## src/rtl/mem_ctrl_ifetch_pkg.sv

```systemverilog
// Shared constants and state type for the instruction-fetch memory responder.
package mem_ctrl_ifetch_pkg;

    localparam logic TRUE  = 1'b1;
    localparam logic FALSE = 1'b0;

    localparam int ADDR_WIDTH   = 32;
    localparam int INST_WIDTH   = 32;
    localparam int IFETCH_BYTES = 4;

    // Last counter value that still drives an address, and the completion value
    // (the top byte arrives two edges after its address was presented).
    localparam logic [2:0] CNT_ADDR_LAST = 3'(IFETCH_BYTES - 1);
    localparam logic [2:0] CNT_LAST      = 3'(IFETCH_BYTES + 1);

    typedef enum logic {
        IFETCH_IDLE = 1'b0,
        IFETCH_BUSY = 1'b1
    } ifetch_state_e;

endpackage

```

## src/rtl/mem_ctrl_ifetch_if.sv

```systemverilog
// Fetch-request handshake plus byte-wide RAM port; slave is the memory-side responder.
interface mem_ctrl_ifetch_if;
    import mem_ctrl_ifetch_pkg::*;

    logic                  IF_need_fetch;
    logic [ADDR_WIDTH-1:0] IF_fetch_pc;
    logic                  IF_output_valid;
    logic [INST_WIDTH-1:0] IF_inst;
    logic                  ext_port_busy;
    logic                  ifetch_busy;
    logic [7:0]            mem_din;
    logic [ADDR_WIDTH-1:0] mem_a;
    logic [7:0]            mem_dout;
    logic                  mem_wr;
    logic                  ROB_roll_back_flag;

    modport master (
        output IF_need_fetch, IF_fetch_pc, ext_port_busy, mem_din, ROB_roll_back_flag,
        input  IF_output_valid, IF_inst, ifetch_busy, mem_a, mem_dout, mem_wr
    );

    modport slave (
        input  IF_need_fetch, IF_fetch_pc, ext_port_busy, mem_din, ROB_roll_back_flag,
        output IF_output_valid, IF_inst, ifetch_busy, mem_a, mem_dout, mem_wr
    );

endinterface

```

## src/rtl/mem_ctrl_ifetch.sv

```systemverilog
// Instruction-fetch responder: reads four RAM bytes and returns one little-endian word.
// Optional fetch/abort counters are enabled by defining MEM_CTRL_IFETCH_STATS_EN.
module mem_ctrl_ifetch
    import mem_ctrl_ifetch_pkg::*;
(
    input  logic               clk,
    input  logic               rst,
    input  logic               rdy,
    mem_ctrl_ifetch_if.slave   bus
`ifdef MEM_CTRL_IFETCH_STATS_EN
    ,
    output logic [31:0]        stat_fetch_done,
    output logic [31:0]        stat_fetch_abort
`endif
);

    ifetch_state_e         state;
    logic [2:0]            cnt;
    logic [ADDR_WIDTH-1:0] base;
    logic [ADDR_WIDTH-1:0] pend_pc;
    logic                  pending;

    logic                  start;
    logic                  complete;
    logic [ADDR_WIDTH-1:0] start_pc;
    logic [1:0]            byte_idx;

    // A fresh request overrides one left pending while the port was taken.
    assign start    = (bus.IF_need_fetch || pending) && !bus.ext_port_busy;
    assign start_pc = bus.IF_need_fetch ? bus.IF_fetch_pc : pend_pc;
    assign complete = (state == IFETCH_BUSY) && (cnt == CNT_LAST);
    assign byte_idx = 2'(cnt - 3'd2);

    assign bus.mem_dout = 8'h00;
    assign bus.mem_wr   = FALSE;

    always_ff @(posedge clk) begin
        if (!rst) begin
            state               <= IFETCH_IDLE;
            cnt                 <= 3'd0;
            base                <= '0;
            pend_pc             <= '0;
            pending             <= FALSE;
            bus.mem_a           <= '0;
            bus.IF_output_valid <= FALSE;
            bus.IF_inst         <= '0;
            bus.ifetch_busy     <= FALSE;
        end else if (rdy) begin
            bus.IF_output_valid <= FALSE;
            if (bus.ROB_roll_back_flag) begin
                state           <= IFETCH_IDLE;
                cnt             <= 3'd0;
                pending         <= FALSE;
                bus.ifetch_busy <= FALSE;
            end else begin
                case (state)
                    IFETCH_IDLE: begin
                        if (start) begin
                            state           <= IFETCH_BUSY;
                            base            <= start_pc;
                            bus.mem_a       <= start_pc;
                            cnt             <= 3'd1;
                            pending         <= FALSE;
                            bus.ifetch_busy <= TRUE;
                        end else if (bus.IF_need_fetch) begin
                            pending <= TRUE;
                            pend_pc <= bus.IF_fetch_pc;
                        end
                    end
                    IFETCH_BUSY: begin
                        if (cnt <= CNT_ADDR_LAST)
                            bus.mem_a <= base + ADDR_WIDTH'(cnt);
                        // RAM data trails the address by two edges, hence the cnt-2 lane.
                        if (cnt >= 3'd2)
                            bus.IF_inst[{byte_idx, 3'b000} +: 8] <= bus.mem_din;
                        if (complete) begin
                            state               <= IFETCH_IDLE;
                            cnt                 <= 3'd0;
                            bus.IF_output_valid <= TRUE;
                            bus.ifetch_busy     <= FALSE;
                        end else begin
                            cnt <= cnt + 3'd1;
                        end
                    end
                    default: state <= IFETCH_IDLE;
                endcase
            end
        end
    end

`ifdef MEM_CTRL_IFETCH_STATS_EN
    always_ff @(posedge clk) begin
        if (!rst) begin
            stat_fetch_done  <= '0;
            stat_fetch_abort <= '0;
        end else if (rdy) begin
            if (complete && !bus.ROB_roll_back_flag)
                stat_fetch_done <= stat_fetch_done + 32'd1;
            if (bus.ROB_roll_back_flag && (state == IFETCH_BUSY || pending))
                stat_fetch_abort <= stat_fetch_abort + 32'd1;
        end
    end
`endif

endmodule

```

## src/flat_wrapper.sv

```systemverilog
// flat-port wrapper written by rule: the top's interface ports become plain ports
module mem_ctrl_ifetch_flat import mem_ctrl_ifetch_pkg::*;
  (clk, rst, rdy, bus_IF_need_fetch, bus_IF_fetch_pc, bus_ext_port_busy, bus_mem_din, bus_ROB_roll_back_flag, bus_IF_output_valid, bus_IF_inst, bus_ifetch_busy, bus_mem_a, bus_mem_dout, bus_mem_wr);
  mem_ctrl_ifetch_if bus_i ();
  input  logic clk;
  input  logic rst;
  input  logic rdy;
  input wire logic [$bits(bus_i.IF_need_fetch)-1:0] bus_IF_need_fetch;
  input wire logic [$bits(bus_i.IF_fetch_pc)-1:0] bus_IF_fetch_pc;
  input wire logic [$bits(bus_i.ext_port_busy)-1:0] bus_ext_port_busy;
  input wire logic [$bits(bus_i.mem_din)-1:0] bus_mem_din;
  input wire logic [$bits(bus_i.ROB_roll_back_flag)-1:0] bus_ROB_roll_back_flag;
  output wire logic [$bits(bus_i.IF_output_valid)-1:0] bus_IF_output_valid;
  output wire logic [$bits(bus_i.IF_inst)-1:0] bus_IF_inst;
  output wire logic [$bits(bus_i.ifetch_busy)-1:0] bus_ifetch_busy;
  output wire logic [$bits(bus_i.mem_a)-1:0] bus_mem_a;
  output wire logic [$bits(bus_i.mem_dout)-1:0] bus_mem_dout;
  output wire logic [$bits(bus_i.mem_wr)-1:0] bus_mem_wr;
  assign bus_i.IF_need_fetch = bus_IF_need_fetch;
  assign bus_i.IF_fetch_pc = bus_IF_fetch_pc;
  assign bus_i.ext_port_busy = bus_ext_port_busy;
  assign bus_i.mem_din = bus_mem_din;
  assign bus_i.ROB_roll_back_flag = bus_ROB_roll_back_flag;
  assign bus_IF_output_valid = bus_i.IF_output_valid;
  assign bus_IF_inst = bus_i.IF_inst;
  assign bus_ifetch_busy = bus_i.ifetch_busy;
  assign bus_mem_a = bus_i.mem_a;
  assign bus_mem_dout = bus_i.mem_dout;
  assign bus_mem_wr = bus_i.mem_wr;
  mem_ctrl_ifetch u_core (.clk(clk), .rst(rst), .rdy(rdy), .bus(bus_i));
endmodule
```

## config.mk

```make
export PLATFORM = sky130hd
export DESIGN_NAME = mem_ctrl_ifetch_flat
export DESIGN_NICKNAME = d
export VERILOG_FILES = /design/src/rtl/mem_ctrl_ifetch_pkg.sv /design/src/rtl/mem_ctrl_ifetch_if.sv /design/src/rtl/mem_ctrl_ifetch.sv /design/src/flat_wrapper.sv
export SDC_FILE = /design/constraint.sdc
export NUM_CORES = 1
export LEC_CHECK = 0
export CAP_MARGIN = 20
export CORE_MARGIN = 4
export CORE_UTILIZATION = 41
export DETAILED_ROUTE_END_ITERATION = 10
export PLACE_DENSITY_LB_ADDON = 0.25
export SLEW_MARGIN = 20
export SYNTH_ARGS = -nofsm -noshare
export SYNTH_HDL_FRONTEND = slang
export SYNTH_SLANG_ARGS = --single-unit
```

## constraint.sdc

```tcl
create_clock -name clk -period 2.1 [get_ports clk]
set_clock_uncertainty 0.15 [all_clocks]
set_input_delay 0.42 -clock clk [delete_from_list [all_inputs] [get_ports clk]]
set_output_delay 0.42 -clock clk [all_outputs]
set_load 0.02 [all_outputs]
```

==> impl_metrics.env, run 1 <==
export IMPL_ys_flop_type="dfxtp_1"
export IMPL_start_util_pct=41.74
export IMPL_grt_overflow=0
export IMPL_drc=0
export IMPL_crit_fanout=6
export IMPL_cts_tree="built"
export IMPL_areaGrowthSynthToFinish_pct=40.06
export IMPL_end_kind="flop"
export IMPL_die_w_um=132.2
export IMPL_fp_coreArea_mm2=0.01515
export IMPL_hold_viol=0
export IMPL_cts_sinks=135
export IMPL_io_pins=121
export IMPL_hold_path_class="flop to flop"
export IMPL_first_pass_iters=5
export IMPL_drt_total_wl_mm=18.72
export IMPL_irDropWorstVdd_v=0.0004991
export IMPL_io_buffer_count=111
export IMPL_grt_usage_pct=21.22
export IMPL_netlist_area_leader_share_pct=42.75
export IMPL_place_gp_congestion=0.9761
export IMPL_period_share_pct=103.2
export IMPL_layout_nets=944
export IMPL_die_area_mm2=0.01747
export IMPL_p_leak_nw=3.300
export IMPL_maxCapViolations=0
export IMPL_ys_seq_elements=135
export IMPL_grt_pass1_vias=5914
export IMPL_grt_pass1_wl_mm=30.22
export IMPL_root_buffer="clkbuf_16"
export IMPL_p_per_area_mw_per_mm2=698.6
export IMPL_h_tree_depth=4
export IMPL_numCtsBuffers=17
export IMPL_yosysSeqAreaShare_pct=42.75
export IMPL_insertion_delay_ns=0.41
export IMPL_synthTopCellsByArea="dfxtp_1 43%, mux2i_1 8.4%, a21oi_1 6.4%"
export IMPL_max_freq_mhz=461.3
export IMPL_worstPathRequired_ns=2.24
export IMPL_rsz0062_at_grt="true"
export IMPL_postLayoutSetupSlackWorst_ns=-0.06802
export IMPL_num_vias=6050
export IMPL_grt_max_degree=47
export IMPL_ys_types=62
export IMPL_yosysTopAreaCell="dfxtp_1"
export IMPL_async_flop_share_pct=0
export IMPL_pre_cts_ws_ns=-0.2594
export IMPL_vias_per_cell=5.561
export IMPL_status="complete, but fails checks"
export IMPL_timing_hold_ws_ns=0.2978
export IMPL_dp_hpwl_mm=13.72
export IMPL_antenna_cells=0
export IMPL_synth_edff_count=0
export IMPL_rows=45
export IMPL_min_period_ns=2.168
export IMPL_drtIter0Drc=566
export IMPL_layout_commonest_cell="dfxtp_1"
export IMPL_layout_common_cells="132 x dfxtp_1, 110 x clkdlybuf4s50_1, 84 x nor2_1, 78 x a21oi_1, 66 x buf_4"
export IMPL_clockBufferDepth=2
export IMPL_cp_data_arrival_time_ns=2.31
export IMPL_critical_path_class="flop to flop"
export IMPL_setup_violations=3
export IMPL_ant_nets=0
export IMPL_maxSlewViolCount=0
export IMPL_wl_per_cell_um=17.21
export IMPL_antenna_found_initial=0
export IMPL_avgSynthCellArea_um2=8.661
export IMPL_fp_dieH_um=132.2
export IMPL_synth_warning_count=0
export IMPL_cts_clk_slew_worst_paths_ns=0.06
export IMPL_final_layout_size_suffix_gt1_share_pct=17.56
export IMPL_start_kind="flop"
export IMPL_netlist_instances=730
export IMPL_synth_area_mm2=0.006322
export IMPL_violations="negative setup slack"
export IMPL_cts_hold_buf=0
area by class of cell:
type	count	area (um2)
clock buffers	17	425.4
clock inverters	15	155.1
repair buffers	188	1822
inverters	8	31.28
well taps	188	235.2
fillers	1254	6291
multi-input cells	537	3480
flip-flops and latches	135	2706
worst max-delay path, stage by stage, from the launching register on:
cell,delay [ns]
dfxtp_2,0.34
ha_4,0.17
fa_2,0.35
a21o_4,0.25
nor4b_4,0.13
buf_4,0.16
buf_4,0.14
nand3_1,0.09
xor2_1,0.19
o21ai_1,0.08
sequential cells by signal, summed over array words and instances (netlist names):
register and cells:
u_core.base 32, u_core.bus.mem_a 32, u_core.bus.ifetch_busy 1, u_core.pending 1, u_core.bus.IF_inst 32, u_core.pend_pc 32, u_core.state 1, u_core.cnt 3
u_core.bus.IF_output_valid 1
per-layer routing:
layer	wire length [um]	vias to the layer above	global-route usage (%)
li1	-	2930	-
met1	8354	2843	28.00
met2	8754	241	33.87
met3	1169	36	4.847
met4	442	0	8.372
met5	0	-	0
through the flow:
stage / cells / total power, mW / util, % / setup TNS [ns] / cell area (um2)
2_1_floorplan: 738 / 3.039 / - / 0 / 6354
3_3_place_gp: 1052 / 3.318 / 53.32 / -13.31 / 8075
3_5_place_dp: 1052 / 3.336 / 53.32 / -19.38 / 8075
4_1_cts: 1083 / 6.220 / 57.51 / -0.05083 / 8710
5_1_grt: 1088 / 6.401 / 58.46 / -0.5765 / 8855
6_report: 1088 / 6.186 / 58.46 / -0.09959 / 8855
final timing paths:
kind / startpoint / endpoint / slack [ns] / cells after the start
max reg2reg: u_core.cnt[0] / u_core.bus.mem_a[20] / -0.07 / 9
max: u_core.cnt[0] / u_core.bus.mem_a[20] / -0.07 / 9
min reg2reg: u_core.bus.IF_inst[12] / u_core.bus.IF_inst[12] / 0.30 / 2
min: u_core.bus.IF_inst[12] / u_core.bus.IF_inst[12] / 0.30 / 2
report_power, final:
group | internal [mW] | leakage, nW | total, mW | switching [mW]
Sequential | 2.62 | 1.09 | 2.67 | 0.0509
Clock | 1.75 | 0.268 | 2.88 | 1.14
Combinational | 0.295 | 1.94 | 0.628 | 0.334
Total | 4.66 | 3.30 | 6.19 | 1.52
cell families after synthesis:
group	synth area share [%]
simple gates	19.75
mux	8.747
other cells	0.05931
buf+inv	5.225
xor+xnor	3.463
fa+ha+maj	2.296
flops	42.75
compound gates	17.71
cells in the mapped netlist (11+ instances only):
master    instances
dfxtp_1         135
clkbuf_1         24
a211oi_1         38
nand4_1          13
mux2i_1          53
o21ai_0          17
nand2_1          65
nor2_1           84
a21oi_1          81
o22ai_1          11
xnor2_1          12
xor2_1           13
buf_2            21
nand3_1          47
repair_timing:
action | in CTS | in global routing
setup buffers | 1 | 5
gates resized for setup | 14 | 25
endpoints found under the setup margin | 25 | 62
pin swaps | 6 | 5
Note: power is estimated with default switching activity, not from simulation.
==> inputs of run 2 (changes only) <==
Settings changed: ABC_AREA set to 1.
==> run 2 against run 1 <==
Compared with the run above: wire length rose by 10%; count of clock-buffer cells in the layout is 2 higher; critical path depth grew 2; critical path type unchanged; the run now ends clean; design area up 4.7%; largest power group unchanged; first-iteration DRC count down 9.4%; cell count grew 26%.
==> impl_metrics.env, run 2 <==
export IMPL_synth_commonest_cells="196 x nand2_1, 136 x a21oi_1, 135 x dfxtp_1, 110 x inv_1, 88 x o21ai_0"
export IMPL_num_vias=7012
export IMPL_die_w_um=139.3
export IMPL_wl_met2_mm=8.771
export IMPL_grt_pass1_vias=6531
export IMPL_start_kind="flop"
export IMPL_critical_path_class="flop to flop"
export IMPL_h_tree_depth=4
export IMPL_clockBufferDepth=2
export IMPL_root_buffer="clkbuf_16"
export IMPL_netlist_instances=1013
export IMPL_fp_coreArea_mm2=0.01676
export IMPL_max_stage_delay_ns=0.33
export IMPL_hold_viol=0
export IMPL_insertion_delay_ns=0.42
export IMPL_crit_chain="ha_2 -> fa_2 -> nand2_1 -> nand2_2 -> buf_4 -> nand3_4 -> nor2_4 -> buf_4 -> xor2_1 -> nand2_1 -> a21oi_1"
export IMPL_comb_power_share_pct=12.6
export IMPL_placed_cell_area_mm2=0.008636
export IMPL_period_share_pct=96.74
export IMPL_r2r_end="u_core.bus.mem_a[10]"
export IMPL_synth_edff_count=0
export IMPL_worstPathRequired_ns=2.31
export IMPL_rows=47
export IMPL_synth_adder_area_share_pct=2.054
export IMPL_dp_hpwl_mm=15.20
export IMPL_finish_utilization_pct=55.32
export IMPL_p_sw_mw=1.704
export IMPL_yosysMostFrequentCell="nand2_1"
export IMPL_synthTopCellsByArea="dfxtp_1 38%, nand2_1 10%, a21oi_1 9.6%"
export IMPL_hold_end="u_core.bus.IF_inst[16]"
export IMPL_irDropWorstVdd_v=0.0006019
export IMPL_whs_path_depth=2
export IMPL_min_from="u_core.bus.IF_inst[16]"
export IMPL_synth_mux_area_share_pct=1.700
export IMPL_first_pass_iters=5
export IMPL_fp_dieH_um=139.3
export IMPL_switching_share_pct=25.89
export IMPL_io_buffer_count=111
export IMPL_yosysSeqAreaShare_pct=38.25
export IMPL_drt_total_wl_mm=20.64
export IMPL_clkPwrFrac_pct=46.3
export IMPL_layout_commonest_cell="nand2_1"
export IMPL_yosysTopAreaCell="dfxtp_1"
export IMPL_final_layout_size_suffix_gt1_share_pct=13.68
export IMPL_p_per_area_mw_per_mm2=709.8
export IMPL_ys_types=40
export IMPL_wl_met1_mm=10.05
export IMPL_power_total_mw=6.581
export IMPL_drtIter0Drc=513
export IMPL_top_layer="met4"
export IMPL_fin_tns_setup_ns=0
export IMPL_synth_xor_area_share_pct=0.9917
export IMPL_power_internal_mw=4.877
export IMPL_drc=0
export IMPL_status="complete, no violations"
export IMPL_grt_pass1_wl_mm=33.43
export IMPL_hold_path_class="flop to flop"
export IMPL_seqPwrFrac_pct=41.2
export IMPL_route_met3_wl_mm=1.468
export IMPL_grt_max_degree=42
export IMPL_numCtsBuffers=17
export IMPL_grt_usage_pct=21.04
export IMPL_cts_clk_slew_worst_paths_ns=0.06
export IMPL_rsz0062_at_grt="true"
export IMPL_wl_per_cell_um=15.01
export IMPL_n_fill_cell=1636
export IMPL_reg2regPathDepth=11
export IMPL_dp_cells=1344
export IMPL_min_period_ns=2.032
export IMPL_layout_nets=1201
export IMPL_io_pins=121
export IMPL_synth_area_mm2=0.007066
export IMPL_cts_tree="built"
export IMPL_ys_flop_type="dfxtp_1"
export IMPL_synth_compound_area_share_pct=22.22
export IMPL_cp_data_arrival_time_ns=2.24
export IMPL_vias_per_cell=5.100
export IMPL_synth_top_family_by_area="simple AND/OR/NAND/NOR gates"
export IMPL_grt_overflow=0
export IMPL_avgSynthCellArea_um2=6.975
export IMPL_max_freq_mhz=492.2
export IMPL_synthSimpleGateAreaFrac_pct=23.16
export IMPL_r2r_start="u_core.cnt[0]"
export IMPL_final_cells=1375
export IMPL_layout_common_cells="193 x nand2_1, 136 x a21oi_1, 134 x dfxtp_1, 110 x inv_1, 110 x clkdlybuf4s50_1"
export IMPL_synth_warning_count=0
export IMPL_cp_slowest_cell="dfxtp_2"
export IMPL_start_util_pct=42.16
export IMPL_antenna_found_initial=0
export IMPL_antenna_cells=0
export IMPL_areaGrowthSynthToFinish_pct=31.22
export IMPL_maxSlewViolCount=0
export IMPL_cts_sinks=135
export IMPL_end_kind="flop"
export IMPL_crit_fanout=5
export IMPL_place_gp_congestion=0.9875
export IMPL_setup_violations=0
export IMPL_r2r_setup_slack_ns=0.07
export IMPL_maxCapViolations=0
export IMPL_ys_seq_elements=135
export IMPL_die_area_mm2=0.01940
export IMPL_ant_nets=0
export IMPL_design_area_mm2=0.009271
export IMPL_netlist_area_leader_share_pct=38.25
export IMPL_p_leak_nw=3.498
export IMPL_async_flop_share_pct=0
## run 2: cell types whose count changed after synthesis, moves of 36 or more
cell      change
nand2_1     +131
inv_1       +104
o21ai_0      +71
a21oi_1      +55
mux2i_1      -41
a211oi_1     -36
## run 2: layer usage
metal | vias up | track usage (%)
met5 | - | 0
met4 | 0 | 6.076
met3 | 27 | 3.979
met2 | 261 | 31.02
met1 | 3191 | 31.28
li1 | 3533 | -
## run 2: how the worst max path moves through the flow
stage | slack, ns | start | endpoint | cells past startpoint
after floorplan | 0.12 | u_core.cnt[0] | u_core.bus.IF_inst[16] | 9
after global placement | -0.12 | bus_IF_need_fetch | u_core.bus.mem_a[2] | 7
after detailed placement | -0.15 | bus_IF_need_fetch | u_core.bus.mem_a[8] | 7
after CTS | 0.0003 | u_core.cnt[0] | u_core.bus.mem_a[24] | 12
after global routing | -0.04 | u_core.cnt[0] | u_core.bus.mem_a[8] | 10
final | 0.07 | u_core.cnt[0] | u_core.bus.mem_a[10] | 11
## run 2: through the flow
stage,hold slack (ns),worst slack [ns]
5_1_grt,0.3041,-0.04247
6_report,0.2926,0.06848
3_3_place_gp,0.2837,-0.1216
4_1_cts,0.2878,0.0002842
3_5_place_dp,0.2866,-0.1520
2_1_floorplan,0.2922,0.1223
## run 2: timing repair
action / 4_1_cts / 5_1_grt
resized for setup: 2 / 12
buffers inserted: 0 / 1
hold buffers: 0 / 0
pin swaps: 0 / 3
endpoints found under the setup margin: 2 / 23
## run 2: kinds of logic after synthesis
kind of cell / after synthesis
flip-flops: 135
buffers and inverters: 180
multiplexers: 12
adder cells (fa/ha/maj): 11
XOR/XNOR: 8
AND/OR/NAND/NOR: 378
other: 1
AO/OA/AOI/OAI: 288
## run 2: final cells by class
class | count | area [um2] | area share, %
Sequential cell | 135 | 2704 | 29.16
Clock buffer | 19 | 442.9 | 4.777
Timing Repair Buffer | 166 | 1644 | 17.73
Tap cell | 220 | 275.3 | 2.969
Multi-Input combinational cell | 706 | 3611 | 38.95
Inverter | 118 | 445.4 | 4.804
Clock inverter | 11 | 148.9 | 1.606
## run 2: power groups by stage
stage          Combinational, mW  Sequential (mW)  Clock [mW]
3_5_place_dp               0.819             2.76           0
6_report                   0.828             2.71        3.04
5_1_grt                    0.912             2.72        3.19
2_1_floorplan              0.471             2.78           0
3_3_place_gp               0.811             2.76           0
4_1_cts                    0.823             2.71        3.08
## run 2: critical path, delay by kind of cell, from the launching register on
| kind | cells | cell delay, ns |
|---|---|---|
| buffers and inverters | 2 | 0.28 |
| and+or+nand+nor | 5 | 0.38 |
| AOI/OAI and AO/OA | 1 | 0.13 |
| xor gates and xnor gates | 1 | 0.16 |
| adders and majority gates | 2 | 0.53 |
| DFF | 1 | 0.33 |
